$ cat config.mk
export PLATFORM = sky130hd
export DESIGN_NAME = mem_ctrl
export DESIGN_NICKNAME = d
export VERILOG_FILES = /design/src/rtl/mem_ctrl.sv
export SDC_FILE = /design/constraint.sdc
export NUM_CORES = 1
export LEC_CHECK = 0
export BUFFER_PORTS_ARGS = -buffer_cell sky130_fd_sc_hd__buf_4
export CELL_PAD_IN_SITES_DETAIL_PLACEMENT = 1
export CELL_PAD_IN_SITES_GLOBAL_PLACEMENT = 2
export CORE_MARGIN = 2
export CORE_UTILIZATION = 34
export CTS_BUF_LIST = sky130_fd_sc_hd__clkbuf_8
export DETAILED_ROUTE_END_ITERATION = 12
export MAX_ROUTING_LAYER = met4
export PLACE_DENSITY = 0.84
export SYNTH_ARGS = -nofsm -noshare
export SYNTH_HDL_FRONTEND = slang
export SYNTH_SLANG_ARGS = --single-unit
$ cat constraint.sdc
create_clock -name clk -period 3.8 [get_ports clk]
set_clock_uncertainty 0.05 [all_clocks]
set_input_delay 0.76 -clock clk [delete_from_list [all_inputs] [get_ports clk]]
set_output_delay 0.76 -clock clk [all_outputs]
set_load 0.01 [all_outputs]
$ cat src/rtl/mem_ctrl.sv
// Byte-serial RAM controller: arbitrates LSB and instruction-fetch requests onto
// one 8-bit RAM port, serialising 1/2/4-byte accesses and returning ok pulses.
module mem_ctrl #(
  parameter int         ADDR_WIDTH = 32,
  parameter int         DATA_WIDTH = 32,
  parameter logic [1:0] IO_TAG     = 2'b11
) (
  input  logic                  clk,
  input  logic                  rst,
  input  logic                  rdy,
  input  logic                  enable_from_lsb,
  input  logic                  read_or_write_from_lsb,
  input  logic [ADDR_WIDTH-1:0] addr_from_lsb,
  input  logic [DATA_WIDTH-1:0] data_from_lsb,
  input  logic [2:0]            width_from_lsb,
  output logic                  ok_to_lsb,
  output logic [DATA_WIDTH-1:0] data_to_lsb,
  input  logic                  enable_from_if,
  input  logic [ADDR_WIDTH-1:0] addr_from_if,
  output logic                  ok_to_if,
  output logic [DATA_WIDTH-1:0] inst_to_if,
  input  logic                  mispredict,
  input  logic [7:0]            mem_din,
  output logic [7:0]            mem_dout,
  output logic [ADDR_WIDTH-1:0] mem_a,
  output logic                  mem_wr,
  input  logic                  io_buffer_full
);

  localparam int NBYTES = DATA_WIDTH / 8;

  typedef enum logic [1:0] {IDLE, READ, WRITE, DONE} state_t;

  typedef struct packed {
    logic                  from_if;
    logic [ADDR_WIDTH-1:0] addr;
    logic [DATA_WIDTH-1:0] data;
    logic [2:0]            n;
  } req_t;

  state_t                state;
  req_t                  req;
  logic [2:0]            k;
  logic                  primed;
  logic [DATA_WIDTH-1:0] rdata;

  logic [2:0]            n_lsb;
  logic [DATA_WIDTH-1:0] rdata_nxt;
  logic [7:0]            wbyte;
  logic                  rd_last;
  logic                  wr_stall;
  logic                  lsb_stall;

  always_comb begin
    case (width_from_lsb)
      3'd1:    n_lsb = 3'd1;
      3'd2:    n_lsb = 3'd2;
      default: n_lsb = 3'd4;
    endcase
  end

  always_comb begin
    rdata_nxt = rdata;
    wbyte     = 8'h00;
    for (int i = 0; i < NBYTES; i++) begin
      if (k == 3'(i)) begin
        rdata_nxt[8*i +: 8] = mem_din;
        wbyte               = req.data[8*i +: 8];
      end
    end
  end

  assign rd_last   = (k == req.n - 3'd1);
  assign wr_stall  = (req.addr[17:16] == IO_TAG) && io_buffer_full;
  assign lsb_stall = (addr_from_lsb[17:16] == IO_TAG) && io_buffer_full;

  // READ spends its first cycle waiting for the RAM's one-cycle latency
  // (primed=0); after that, k is the byte arriving on mem_din this cycle.
  always_ff @(posedge clk) begin
    if (rst) begin
      state       <= IDLE;
      req         <= '0;
      k           <= '0;
      primed      <= 1'b0;
      rdata       <= '0;
      ok_to_lsb   <= 1'b0;
      ok_to_if    <= 1'b0;
      data_to_lsb <= '0;
      inst_to_if  <= '0;
      mem_dout    <= '0;
      mem_a       <= '0;
      mem_wr      <= 1'b0;
    end else if (rdy) begin
      case (state)
        IDLE: begin
          ok_to_lsb <= 1'b0;
          ok_to_if  <= 1'b0;
          mem_wr    <= 1'b0;
          if (!mispredict && enable_from_lsb) begin
            req.from_if <= 1'b0;
            req.addr    <= addr_from_lsb;
            req.data    <= data_from_lsb;
            req.n       <= n_lsb;
            primed      <= 1'b0;
            rdata       <= '0;
            mem_a       <= addr_from_lsb;
            if (read_or_write_from_lsb) begin
              state <= WRITE;
              if (lsb_stall) begin
                k <= 3'd0;
              end else begin
                mem_wr   <= 1'b1;
                mem_dout <= data_from_lsb[7:0];
                k        <= 3'd1;
              end
            end else begin
              state <= READ;
              k     <= 3'd0;
            end
          end else if (!mispredict && enable_from_if) begin
            req.from_if <= 1'b1;
            req.addr    <= addr_from_if;
            req.n       <= 3'd4;
            primed      <= 1'b0;
            rdata       <= '0;
            mem_a       <= addr_from_if;
            k           <= 3'd0;
            state       <= READ;
          end
        end
        READ: begin
          if (mispredict) begin
            state <= IDLE;
          end else if (!primed) begin
            primed <= 1'b1;
            if (req.n > 3'd1) mem_a <= req.addr + ADDR_WIDTH'(1);
          end else begin
            rdata <= rdata_nxt;
            k     <= k + 3'd1;
            if (rd_last) begin
              if (req.from_if) begin
                inst_to_if <= rdata_nxt;
                ok_to_if   <= 1'b1;
              end else begin
                data_to_lsb <= rdata_nxt;
                ok_to_lsb   <= 1'b1;
              end
              state <= DONE;
            end else if (k + 3'd2 < req.n) begin
              mem_a <= req.addr + ADDR_WIDTH'(k + 3'd2);
            end
          end
        end
        WRITE: begin
          // Stores are already committed, so mispredict is not looked at here.
          if (k == req.n) begin
            mem_wr    <= 1'b0;
            ok_to_lsb <= 1'b1;
            state     <= DONE;
          end else if (wr_stall) begin
            mem_wr <= 1'b0;
          end else begin
            mem_wr   <= 1'b1;
            mem_a    <= req.addr + ADDR_WIDTH'(k);
            mem_dout <= wbyte;
            k        <= k + 3'd1;
          end
        end
        DONE: begin
          ok_to_lsb <= 1'b0;
          ok_to_if  <= 1'b0;
          mem_wr    <= 1'b0;
          state     <= IDLE;
        end
        default: state <= IDLE;
      endcase
    end
  end

endmodule

==> qor.txt <==
RSZ-0062 raised after global routing: false
Design Area, Final: 14080 um2
Main flop type after synthesis: dfxtp_1
Pwr/cell area: 426.9 nW/um2
Status: complete, no violations
Wire per inst: 19.70 um
Place WS: 0.5143 ns
CTS Root Cell: clkbuf_8
CTS Hold Bufs: 0
Peak supply drop: 0.2045 mV
Starting density of the core: 0.3442
Non-Filler Instances: 1994
CP Launch Type: flip-flop
Number of synthesized flops with an enable pin: 0
Layout cells sized above 1: 0.2224
Final Max Slew Viols: 0
Setup Buffers After CTS: 0
Slew headroom: 0.3933
CTS tree: done
Data arrival, critical path: 3.67 ns
Critical path fanouts, max: 6
Syn Std Cell Area: 11170 um2
Yosys warnings: 0
# rows: 66
Largest net degree at the start of global routing: 87
CP cell instances: inv_1 > ha_1 > inv_1 > ha_1 > inv_1 > fa_1 > and3b_1 > a21oi_1 > a2111oi_1 > xor2_1 > a221oi_1 > o41ai_1
Final setup TNS: 0 ns
Number of H-tree levels: 2
Sequential area share after synthesis: 0.3817
Remaining global-route overflow: 0
Chip width: 185.3 um
Nets@finish: 1661
# setup viols final: 0
Critical path's most frequent cell: inv_1
Adder-cell share of the synthesized area: 0.02935
Area after DPL: 13220 um2
Post-route minimum period: 3.312 ns
Post-Route Utilization: 0.4338
Hold slack: 0.4037 ns
Distinct cells, synth: 72
Core area: 32450 um2
Slowest-stage cell, CP: a2111oi_1
Post_cts resized: 0
Initial DRC count: 588
Die area: 34320 um2
Overall power: 6.009 mW
Top delay family on crit path: compound AO/OA/AOI/OAI gates
Tcrit/Tclk final: 0.8715
Io pins: 222
Peak Freq: 302.0 MHz
Vias per cell: 5.476
WL final: 39.28 mm
PortBufs: 221
Post-Synth XOR/XNOR Area: 0.02800
Antenna Nets Post-Route: 0
First-pass GRT wire length: 61.40 mm
Leakage: 5.241 nW
Setup ws final: 0.4884 ns
Syn Area/Cell: 8.250 um2
Async SR Flop Fraction: 0
Max Root-Sink Buffers: 3
DP HPWL: 27.65 mm
Routability Congestion: 0.8551
WP buf/inv: 3
Tot GR Track Use: 0.2312
Kind of critical path: flip-flop to flip-flop
Yosys reg bits: 213
Worst-path clk slew: 0.06 ns
Die height: 185.3 um
Tightest Pin Transition: 0.9067 ns
Initial antenna violation count: 1
Fin. Hold Viols: 0
Number of detailed-route iterations in the first pass: 4
Worst path required time: 4.16 ns
Max Cap Viol: 0
CTS Sinks: 213
FILL cells: 3888
Worst hold path type: flip-flop to flip-flop
Mux share of post-synthesis cell area: 0.07493
Area Growth Syn to Fin: 26.02%
Syn Nets: 1494
Critical path capture point type: flip-flop
Dpl cells: 1921
Vias in the first global route: 11026
Post-synthesis simple-gate area fraction: 0.1932
Post-Synthesis Cells: 1354
Largest family of logic cells by synthesized area: compound AO/OA/AOI/OAI gates
Clock buffers created by TritonCTS: 40
Total number of vias: 10919
Clock Latency Late Sink: 0.56 ns
DRC: 0
Compound-Gate Fraction of Synth Area: 0.2395
Crit-path max cell delay: 0.49 ns
-- power by group --
part           leakage [nW]  internal [mW]  switching, mW  total, mW
combinational          3.03          0.466          0.703       1.17
sequential             1.73           2.34          0.122       2.46
clock                 0.484           1.34           1.04       2.38
-- per-layer routing --
metal,track usage,wire length [um],vias up
li1,-,-,5258
met1,0.2980,17990,5311
met2,0.3761,18400,292
met3,0.03991,2210,58
met4,0.05651,678,0
met5,-,0,-
-- placed cells by master, fill, tap and decap left out, types with 24 or more instances in the layout --
| cell type | netlist | final |
|---|---|---|
| buf_4 | 0 | 248 |
| dfxtp_1 | 213 | 213 |
| nor2_1 | 164 | 163 |
| nand2_1 | 150 | 150 |
| a211oi_1 | 102 | 102 |
| a21oi_1 | 83 | 83 |
| mux2i_1 | 69 | 69 |
| clkbuf_8 | 0 | 50 |
| inv_1 | 26 | 37 |
| a22oi_1 | 34 | 34 |
| o21ai_0 | 32 | 32 |
| o211ai_1 | 24 | 24 |
-- worst register-to-register path: stages (launching register included) --
cell and delay, ns:
dfxtp_1 0.45, inv_1 0.09, ha_1 0.34, inv_1 0.07, ha_1 0.16, inv_1 0.05, fa_1 0.43, and3b_1 0.26
a21oi_1 0.20, a2111oi_1 0.49, xor2_1 0.12, a221oi_1 0.34, o41ai_1 0.11
-- synthesized netlist by cell type, drive strengths merged, types with 4 or more instances --
cell    number  share of area
dfxtp      213           0.38
nor2       164          0.055
nand2      150          0.050
a211oi     102          0.069
clkbuf     100          0.034
a21oi       85          0.039
mux2i       69          0.062
o21ai       36          0.016
a22oi       34          0.023
buf         29          0.011
inv         26         0.0087
o211ai      24          0.016
ha          23          0.026
nand3       23          0.010
nand4       17          0.011
xnor2       17          0.013
xor2        16          0.013
nor2b       14         0.0078
mux2        13          0.013
nand2b      13         0.0073
nor3        13         0.0058
nor4        12         0.0067
a221oi      10         0.0078
a21o         9         0.0060
a221o        9         0.0081
a211o        8         0.0063
a31oi        8         0.0045
and2         8         0.0045
and3         8         0.0045
nand3b       8         0.0054
or4          8         0.0057
or3          7         0.0044
and4         6         0.0047
nor3b        6         0.0040
o41ai        6         0.0047
a311oi       5         0.0039
o221ai       5         0.0039
o21a         4         0.0027
o311ai       4         0.0031
-- path summary, 6_finish.rpt --
check / depth (start not counted) / end / slack, ns / from
hold reg to reg: 2 / req[10]$_SDFFE_PP0P_ / 0.40 / req[10]$_SDFFE_PP0P_
setup reg to reg: 12 / mem_a[29]$_SDFFE_PP0P_ / 0.49 / req[36]$_SDFFE_PP0P_
setup / recovery: 12 / mem_a[29]$_SDFFE_PP0P_ / 0.49 / req[36]$_SDFFE_PP0P_
hold / removal: 2 / req[10]$_SDFFE_PP0P_ / 0.40 / req[10]$_SDFFE_PP0P_
-- registers in the layout, summed over array words and instances (netlist names) --
name,flops
primed,1
mem_a,32
req,68
k,3
rdata,32
mem_wr,1
mem_dout,8
inst_to_if,32
state,2
ok_to_lsb,1
data_to_lsb,32
ok_to_if,1
-- final cells by class --
class | instances | area (um2) | area share
diodes | 1 | 2.502 | 0.0001778
clock buffers | 50 | 688.2 | 0.04888
clock inverters | 22 | 170.2 | 0.01209
inverters | 26 | 97.59 | 0.006933
multi-input cells | 986 | 6329 | 0.4496
flip-flops and latches | 213 | 4264 | 0.3029
well taps | 442 | 553.0 | 0.03929
repair buffers | 254 | 1973 | 0.1402
-- cells by family after synthesis --
family	count (synthesis)
DFF	213
adders and majority gates	25
muxes	82
AOI/OAI and AO/OA	381
buffers and inverters	155
xor gates and xnor gates	34
and+or+nand+nor	464
No activity file was read; power rests on OpenSTA's default activity.
